`config.mk`:
```
export PLATFORM = sky130hd
export DESIGN_NAME = float_to_fixed_flat
export DESIGN_NICKNAME = d
export VERILOG_FILES = /design/src/rtl/float_pkg.sv /design/src/rtl/float_to_fixed_if.sv /design/src/rtl/fp_unpack.sv /design/src/rtl/float_to_fixed.sv /design/src/flat_wrapper.sv
export SDC_FILE = /design/constraint.sdc
export NUM_CORES = 1
export LEC_CHECK = 0
export ABC_CLOCK_PERIOD_IN_PS = 6200
export CORE_MARGIN = 1
export CORE_UTILIZATION = 48
export CTS_CLUSTER_SIZE = 12
export DETAILED_ROUTE_END_ITERATION = 10
export DONT_BUFFER_PORTS = 1
export HOLD_SLACK_MARGIN = 0.12
export PLACE_DENSITY = 0.61
export SLEW_MARGIN = 0
export SYNTH_ARGS = -nofsm -noshare
export SYNTH_HDL_FRONTEND = slang
export SYNTH_SLANG_ARGS = --single-unit
```
`constraint.sdc`:
```
create_clock -name aclk -period 6.2 [get_ports aclk]
set_clock_uncertainty 0.15 [all_clocks]
set_input_delay 0.62 -clock aclk [delete_from_list [all_inputs] [get_ports aclk]]
set_output_delay 0.62 -clock aclk [all_outputs]
set_load 0.02 [all_outputs]
```
`src/rtl/float_pkg.sv`:
```
// float_pkg: shared float decode types, bias and field helpers for the half-float datapath
package float_pkg;
  typedef enum logic [1:0] {ZERO_SUB, NORMAL, INF, NAN} fclass_e;
  localparam int TU_SAT = 0;
  localparam int TU_NAN = 1;
  function automatic int bias(input int exp_w);
    return (1 << (exp_w - 1)) - 1;
  endfunction
  function automatic int unsigned field(input int unsigned x, input int lsb, input int w);
    return (x >> lsb) & ((32'd1 << w) - 1);
  endfunction
endpackage

```
`src/rtl/float_to_fixed_if.sv`:
```
// float_to_fixed_if: AXI-Stream beat bundle with master/slave views
interface float_to_fixed_if #(parameter int DW = 16, parameter int UW = 2);
  logic [DW-1:0] tdata;
  logic [UW-1:0] tuser;
  logic tvalid;
  logic tready;
  modport master(output tdata, tuser, tvalid, input tready);
  modport slave(input tdata, tuser, tvalid, output tready);
endinterface

```
`src/rtl/fp_unpack.sv`:
```
// fp_unpack: combinational float decode into sign, mantissa, class and fixed-point shift
module fp_unpack import float_pkg::*; #(
  parameter int EXP = 5,
  parameter int FRA = 10,
  parameter int FRAC_BITS = 8
) (
  input  logic [EXP+FRA:0]   f_i,
  output logic               sign_o,
  output logic [FRA:0]       mant_o,
  output fclass_e            cls_o,
  output logic signed [31:0] sh_o
);
  logic [EXP-1:0] e, e_eff;
  logic [FRA-1:0] f;
  always_comb begin
    e = EXP'(field(32'(f_i), FRA, EXP));
    f = FRA'(field(32'(f_i), 0, FRA));
    sign_o = f_i[EXP+FRA];
    e_eff = (e == '0) ? EXP'(1) : e;
    mant_o = {e != '0, f};
    cls_o = (e == '0) ? ZERO_SUB : (&e) ? ((f == '0) ? INF : NAN) : NORMAL;
    sh_o = $signed(32'(e_eff)) - bias(EXP) - FRA + FRAC_BITS;
  end
endmodule

```
`src/rtl/float_to_fixed.sv`:
```
// float_to_fixed: two-stage AXI-Stream converter from float to saturating signed fixed-point
module float_to_fixed import float_pkg::*; #(
  parameter int EXP = 5,
  parameter int FRA = 10,
  parameter int WIDTH = 16,
  parameter int FRAC_BITS = 8
) (
  input logic aclk,
  input logic aresetn,
  float_to_fixed_if.slave  s_axis,
  float_to_fixed_if.master m_axis
);
  localparam int MW = FRA + 1;
  localparam int MAGW = MW + WIDTH + 1;
  localparam logic [MAGW-1:0] LIM = MAGW'(1) << (WIDTH - 1);
  localparam logic [WIDTH-1:0] POS_MAX = {1'b0, {(WIDTH-1){1'b1}}};
  localparam logic [WIDTH-1:0] NEG_MIN = {1'b1, {(WIDTH-1){1'b0}}};
  logic sign_d, sign_q;
  logic [FRA:0] mant_d, mant_q;
  fclass_e cls_d, cls_q;
  logic signed [31:0] sh_d, sh_q;
  logic rdy_q, v1_q, v2_q, rdy1, rdy2, sat;
  logic [WIDTH-1:0] data_d, data_q;
  logic [1:0] user_d, user_q;
  logic [31:0] n;
  logic [MW:0] ext;
  logic [MAGW-1:0] mag;
  fp_unpack #(.EXP(EXP), .FRA(FRA), .FRAC_BITS(FRAC_BITS)) u_unpack (
    .f_i(s_axis.tdata), .sign_o(sign_d), .mant_o(mant_d), .cls_o(cls_d), .sh_o(sh_d)
  );
  assign rdy2 = !v2_q || m_axis.tready;
  assign rdy1 = !v1_q || rdy2;
  assign s_axis.tready = rdy_q && rdy1;
  assign m_axis.tvalid = v2_q;
  assign m_axis.tdata = data_q;
  assign m_axis.tuser = user_q;
  // ext keeps one guard bit below the kept magnitude for round-half-away
  always_comb begin
    n = 32'(-sh_q);
    ext = {mant_q, 1'b0} >> n;
    mag = !sh_q[31] ? MAGW'(mant_q) << sh_q
        : (n > 32'(MW + 1)) ? '0 : MAGW'(ext[MW:1]) + MAGW'(ext[0]);
    sat = (!sh_q[31] && sh_q > WIDTH && mant_q != '0) || (sign_q ? mag > LIM : mag >= LIM);
    user_d = '0;
    user_d[TU_NAN] = cls_q == NAN;
    user_d[TU_SAT] = cls_q == INF || (cls_q != NAN && sat);
    data_d = (cls_q == NAN) ? '0
           : user_d[TU_SAT] ? (sign_q ? NEG_MIN : POS_MAX)
           : sign_q ? -mag[WIDTH-1:0] : mag[WIDTH-1:0];
  end
  always_ff @(posedge aclk or negedge aresetn) begin
    if (!aresetn) begin
      rdy_q <= 1'b0;
      v1_q <= 1'b0;
      v2_q <= 1'b0;
      sign_q <= 1'b0;
      mant_q <= '0;
      cls_q <= ZERO_SUB;
      sh_q <= '0;
      data_q <= '0;
      user_q <= '0;
    end else begin
      rdy_q <= 1'b1;
      if (rdy1) v1_q <= s_axis.tvalid && s_axis.tready;
      if (s_axis.tvalid && s_axis.tready) begin
        sign_q <= sign_d;
        mant_q <= mant_d;
        cls_q <= cls_d;
        sh_q <= sh_d;
      end
      if (rdy2) v2_q <= v1_q;
      if (rdy2 && v1_q) begin
        data_q <= data_d;
        user_q <= user_d;
      end
    end
  end
endmodule

```
`src/flat_wrapper.sv`:
```
// flat-port wrapper written by rule: the top's interface ports become plain ports
module float_to_fixed_flat import float_pkg::*;
#(
  parameter int EXP = 5,
  parameter int FRA = 10,
  parameter int WIDTH = 16,
  parameter int FRAC_BITS = 8
)
  (aclk, aresetn, s_axis_tdata, s_axis_tuser, s_axis_tvalid, s_axis_tready, m_axis_tdata, m_axis_tuser, m_axis_tvalid, m_axis_tready);
  float_to_fixed_if #(.DW(16), .UW(2)) s_axis_i ();
  float_to_fixed_if #(.DW(16), .UW(2)) m_axis_i ();
  input logic aclk;
  input logic aresetn;
  input wire logic [$bits(s_axis_i.tdata)-1:0] s_axis_tdata;
  input wire logic [$bits(s_axis_i.tuser)-1:0] s_axis_tuser;
  input wire logic [$bits(s_axis_i.tvalid)-1:0] s_axis_tvalid;
  output wire logic [$bits(s_axis_i.tready)-1:0] s_axis_tready;
  output wire logic [$bits(m_axis_i.tdata)-1:0] m_axis_tdata;
  output wire logic [$bits(m_axis_i.tuser)-1:0] m_axis_tuser;
  output wire logic [$bits(m_axis_i.tvalid)-1:0] m_axis_tvalid;
  input wire logic [$bits(m_axis_i.tready)-1:0] m_axis_tready;
  assign s_axis_i.tdata = s_axis_tdata;
  assign s_axis_i.tuser = s_axis_tuser;
  assign s_axis_i.tvalid = s_axis_tvalid;
  assign s_axis_tready = s_axis_i.tready;
  assign m_axis_tdata = m_axis_i.tdata;
  assign m_axis_tuser = m_axis_i.tuser;
  assign m_axis_tvalid = m_axis_i.tvalid;
  assign m_axis_i.tready = m_axis_tready;
  float_to_fixed #(.EXP(EXP), .FRA(FRA), .WIDTH(WIDTH), .FRAC_BITS(FRAC_BITS)) u_core (.aclk(aclk), .aresetn(aresetn), .s_axis(s_axis_i), .m_axis(m_axis_i));
endmodule
```
Word-level counts from Yosys, hierarchy flattened --
Cells that the tools add are included. Widths: inputs -> output; s select.
Operators by class: bitwise gates (word level) 0, equal/unequal tests 3, shifts and indexed selects 2, $add $sub $neg 6, $mul 0, reduce and logical (&&, ||, !) cells 18, divide/modulo/power cells 0, magnitude comparators 4, mux-type cells 11
Operators with widths (count):
- $mux 16 | 4
- $mux 28 | 2
- $add 32x5->32 const B | 1
- $gt 32x4->1 const B | 1
- $gt 32x6->1 const B | 1
- $neg 32->32 | 1
- $shl 11x32->28 | 1
- $shr 12x32->12 | 1
- $sub 32x5->32 const B | 1
- $ge 28x16->1 const B | 1
- $gt 28x16->1 const B | 1
- $neg 16->16 | 1
- $add 11x1->12 | 1
- $reduce_bool 11->1 | 1
- $logic_not 10->1 | 1
- $logic_and 1x1->1 | 6
- $sub 5x4->6 const B | 1
- $logic_not 5->1 | 1
- $mux 5 | 1
- $reduce_and 5->1 | 1
- $reduce_bool 5->1 | 1
- $eq 2x2->1 const B | 2
- $logic_or 1x1->1 | 4
- $mux 2 | 2
- other kinds (3) | 6
Storage, ports and cells: register bits after elaboration 67, memories kept 0, RAM bits 0, ROM bits 0, logic and storage cells 53, latch bits 0

Longest topological paths before layout --
depth in word-level cells 12, gate-level depth with buffers 28

Modules after synthesis --
Synthesis repeated with hierarchy kept, for this count alone.
Unflattened totals: cell total of the unflattened synthesis 820, area, all modules 6989.2 µm²
Modules (own cells, without submodules):
- float_to_fixed | area an instance 6470.0 µm², times used 1, cells each 745
- fp_unpack | area an instance 519.2 µm², times used 1, cells each 75

Least setup slack after synthesis --
OpenSTA, ideal clock, no wires.
kind reg2reg, start point reg u_core.sh_q[1], end point reg u_core.data_q[14] (netlist: u_core.m_axis.tdata[14]), buffers on the path 5, stages on the path, launching flop included 28, period minus slack after synthesis 6028 ps, arrival time 5752 ps, path slack 172 ps, data required time 5923 ps, path through dfrtp_1 > clkbuf_1 > buf_2 > buf_2 > inv_1 > ha_1 > nor3b_1 > and4bb_1 > buf_6 > a32oi_1 > a211oi_2 > nand4_1 > or2_2 > a21oi_1 > ha_1 > ha_1 > buf_1 > nand3_1 > nor3_1 > a31o_2 > nand4_1 > nor3_1 > mux2i_1 > a31oi_1 > or4b_4 > o21ai_2 > xnor2_1 > o211ai_2
Between the ends: word-level cells in the longest chain between the ends 12, elaborated cells on any way between the ends 20, those cells by class add/sub: 3; order compare: 4; shift: 2; mux: 6; reduce/logical: 5
Ends and longest elaborated chain:
- from (decl) | line float_to_fixed.sv:21 | logic signed [31:0] sh_d, sh_q;
- from (signal assigned) | line float_to_fixed.sv:59 | sh_q <= '0;
- from (signal assigned) | line float_to_fixed.sv:69 | sh_q <= sh_d;
- $neg 32->32 | line float_to_fixed.sv:39 | n = 32'(-sh_q);
- $shr 12x32->12 | line float_to_fixed.sv:40 | ext = {mant_q, 1'b0} >> n;
- $add 11x1->12 | line float_to_fixed.sv:42 | : (n > 32'(MW + 1)) ? '0 : MAGW'(ext[MW:1]) + MAGW'(ext[0]);
- $mux 28 | line float_to_fixed.sv:42
- $mux 28 | line float_to_fixed.sv:41 | mag = !sh_q[31] ? MAGW'(mant_q) << sh_q
- $ge 28x16->1 / $gt 28x16->1 (equally long branches) | line float_to_fixed.sv:43 | sat = (!sh_q[31] && sh_q > WIDTH && mant_q != '0) || (sign_q ? mag > LIM : mag >= LIM);
- $mux 1 | line float_to_fixed.sv:43
- $logic_or 1x1->1 | line float_to_fixed.sv:43
- $logic_and 1x1->1 | line float_to_fixed.sv:46 | user_d[TU_SAT] = cls_q == INF || (cls_q != NAN && sat);
- $logic_or 1x1->1 | line float_to_fixed.sv:46
- $mux 16 * | line float_to_fixed.sv:48 | : user_d[TU_SAT] ? (sign_q ? NEG_MIN : POS_MAX)
- $mux 16 * | line float_to_fixed.sv:47 | data_d = (cls_q == NAN) ? '0
- to (signal assigned) | line float_to_fixed.sv:73 | data_q <= data_d;
- to (decl) | line float_to_fixed.sv:23 | logic [WIDTH-1:0] data_d, data_q;
Mark *: on every way between the ends. The rest lies on a longest branch, timed or not. A chain may end at the register's enable or synchronous reset.

Final worst setup path --
start point reg u_core.sh_q[29], end point reg u_core.data_q[14] (netlist: u_core.m_axis.tdata[14])
Same word-level chain as after synthesis.

==> metrics.txt <==
#FFs+latches synth 52; Mapped Area between 0.005 and 0.006 mm2; total wire length about 16,000 um; WL/cell just over 20 um; gr usage total slightly below 30%; TritonRoute pass-1 iters 5; Setup crit start kind flip-flop; chip height approximately 110 um; fillcell total ~1.1k; Slew Viols, Final 0; initial drt markers 781; Final setup viols 0; worst-path cell chain or4_4 -> and4bb_2 -> a32oi_1 -> a211oi_2 -> nand4_1 -> or2_2 -> a21oi_1 -> ha_1 -> ha_1 -> buf_4 -> nand4b_1 -> xnor2_1 -> nor4_2 -> a2111oi_4 -> nor3b_2 -> buf_4 -> or4b_4 -> o21ai_2 -> xnor2_1 -> o211ai_2; Worst-Skew Late Latency between 300 and 400 ps; Post-synth EDFFs 0; total core area ~0.011 mm2; DP Worst Slack 193 ps; Req. time, crit path about 6300 ps; maxcap violations 0; YS warnings 0; Die W about 110 um; share of the clock period used by the worst path 94.8%; async set-reset flop share out of synthesis 100%; final estimated routing congestion in global placement a little under 1; grt total ovfl 0; Slowest-stage cell, CP or4_4; commonest non-fill, non-tap cell in the layout nand2_1; Post-Syn Area per Cell roughly 8 um2; clk slew on worst S/H paths ~100 ps; register area share after synthesis between 20% and 30%; most frequent cells in the layout nand2_1 (121), nor2_1 (58), dfrtp_1 (52), o21ai_0 (38), a21oi_1 (37); fmax ~170 MHz; initial antenna violation count 0; vias in the first global route just under 5k; worst-path fanout max 9; CTS tree built; initial core utilization 49.4%; Slew HR a little over a third; RSZ-0062 raised after global routing false; setup TNS 0 ps; number of sinks on the clock net 52; final worst slack around 330 ps; via count roughly 5.3k; Max VDD drop 0.173 mV; Buffers on Ports 0; min-delay worst type in2reg; Post-Synthesis Cells about 690; CP arrival 5940 ps; Crit. End Element flip-flop; Synth area leader dfrtp_1; Residual DRC 0; # diodes 0; Period minus WS final roughly 5900 ps; hpwl dp roughly 12,000 um; ranking of synthesized cells by area dfrtp_1 (24%), nand2_1 (8.4%), mux2i_1 (4.6%); post-synth top area share 24.2%; Tightest Pin Transition just under 1000 ps; layout cells sized above 1 between 10% and 20%; outcome complete, no violations; largest net degree at the start of global routing 53; Nets around 700; H-tree Lvls 2; Area Growth Syn to Fin 4.63%; ANT nets after route 0; Syn Nets around 700; CP Class reg2reg; row cnt 38; Die ar. ~0.012 mm2; Multi-input gate area 0.00380 mm2; pwr dens ~260 mW/mm2; Vias/cell 6.57; CTS Buf Count 5; total power ~1.5 mW; final hold vios 0; clk buf depth 2; CTS root buffer clkbuf_8; first-pass GRT wire length ~26,000 um; I/O Pins between 40 and 50; synth unique cells 93; Sequential Area ~0.0013 mm2; Max stage delay on crit path between 500 and 600 ps; Leakage 2.22 nW; top_reg_cell synth dfrtp_1
-- cells by family (layout without fill, tap and decap cells) --
group | count (synthesis) | count (layout) | synth area share, %
other | 1 | 1 | 0.0697
AO/OA/AOI/OAI | 193 | 193 | 25.4
adder cells (fa/ha/maj) | 11 | 11 | 2.56
flip-flops | 52 | 52 | 24.2
AND/OR/NAND/NOR | 300 | 300 | 28.0
buffers and inverters | 63 | 43 | 5.37
XOR/XNOR | 19 | 19 | 3.58
multiplexers | 46 | 46 | 10.9
-- layer usage --
layer	wire, um	track usage, %	up-vias
li1	-	-	2483
met1	7490	40.2	2570
met2	7380	46.0	208
met3	1010	4.06	30
met4	304	9.98	0
met5	0	0	-
-- where the power goes --
part	leakage, nW	switching (mW)	internal [mW]
clock	0.0541	0.118	0.119
sequential	0.640	0.134	0.405
combinational	1.52	0.440	0.271
-- path summary, 6_finish.rpt --
check	slack [ps]	startpoint	endpoint	cells after the start
setup / recovery	330	u_core.sh_q[29]$_DFFE_PN0P_	u_core.m_axis.tdata[14]$_DFFE_PN0P_	20
hold / removal	240	s_axis_tdata[8]	u_core.mant_q[8]$_DFFE_PN0P_	2
setup reg to reg	330	u_core.sh_q[29]$_DFFE_PN0P_	u_core.m_axis.tdata[14]$_DFFE_PN0P_	20
hold reg to reg	350	u_core.v1_q$_DFFE_PN0N_	u_core.m_axis.tvalid$_DFFE_PN0P_	1
max in group asynchronous	5000	aresetn	u_core.cls_q[1]$_DFFE_PN0P_	2
min in group asynchronous	660	aresetn	u_core.m_axis.tdata[7]$_DFFE_PN0P_	2
-- timing repair --
item,in CTS,in global routing
resized for setup,0,4
hold buffers,2,0
hold endpoints to repair,52,0
setup endpoints to repair,0,14
setup buffers,0,0
-- final cells by class --
type / instances / area share (%)
clock buffers: 5 / 1.22
clock inverters: 3 / 0.755
inverters: 12 / 0.800
multi-input cells: 570 / 67.5
flip-flops and latches: 52 / 23.1
well taps: 140 / 3.11
repair buffers: 23 / 3.47
-- cells in the mapped netlist (8+ instances only) --
cell type and instances:
o21ai_0 38, buf_2 11, a31oi_1 14, mux2i_1 25
nand2_1 121, or3_1 8, dfrtp_1 52, and3_1 8
nor3_1 20, xnor2_1 10, nor2_1 59, nor4_1 9
clkbuf_1 30, ha_1 11, nand3_1 18, a21oi_1 37
a211oi_1 10, mux2_2 12, inv_1 12
-- per-stage QoR --
step	util, %	hold slack, ps	area [um2]	std cells
CTS	51.6	233	5620	805
floorplan	-	174	5380	685
global placement	50.3	175	5470	795
global route	51.7	237	5630	805
detailed placement	50.3	175	5470	795
finish	51.7	242	5630	805
-- flip-flops by register name, summed over array words and instances, names as in the netlist --
register              cells
u_core.sh_q              17
u_core.m_axis.tuser       2
u_core.m_axis.tdata      16
u_core.m_axis.tvalid      1
u_core.v1_q               1
u_core.rdy_q              1
u_core.sign_q             1
u_core.mant_q            11
u_core.cls_q              2
-- critical path: cells and delay by family, from the launching register on --
kind | cells | cell delay, ps
AND/OR/NAND/NOR | 8 | 2550
AO/OA/AOI/OAI | 6 | 1310
XOR/XNOR | 2 | 580
flip-flops | 1 | 450
adder cells (fa/ha/maj) | 2 | 410
buffers and inverters | 2 | 320
Power figures use the tool's default switching activity.
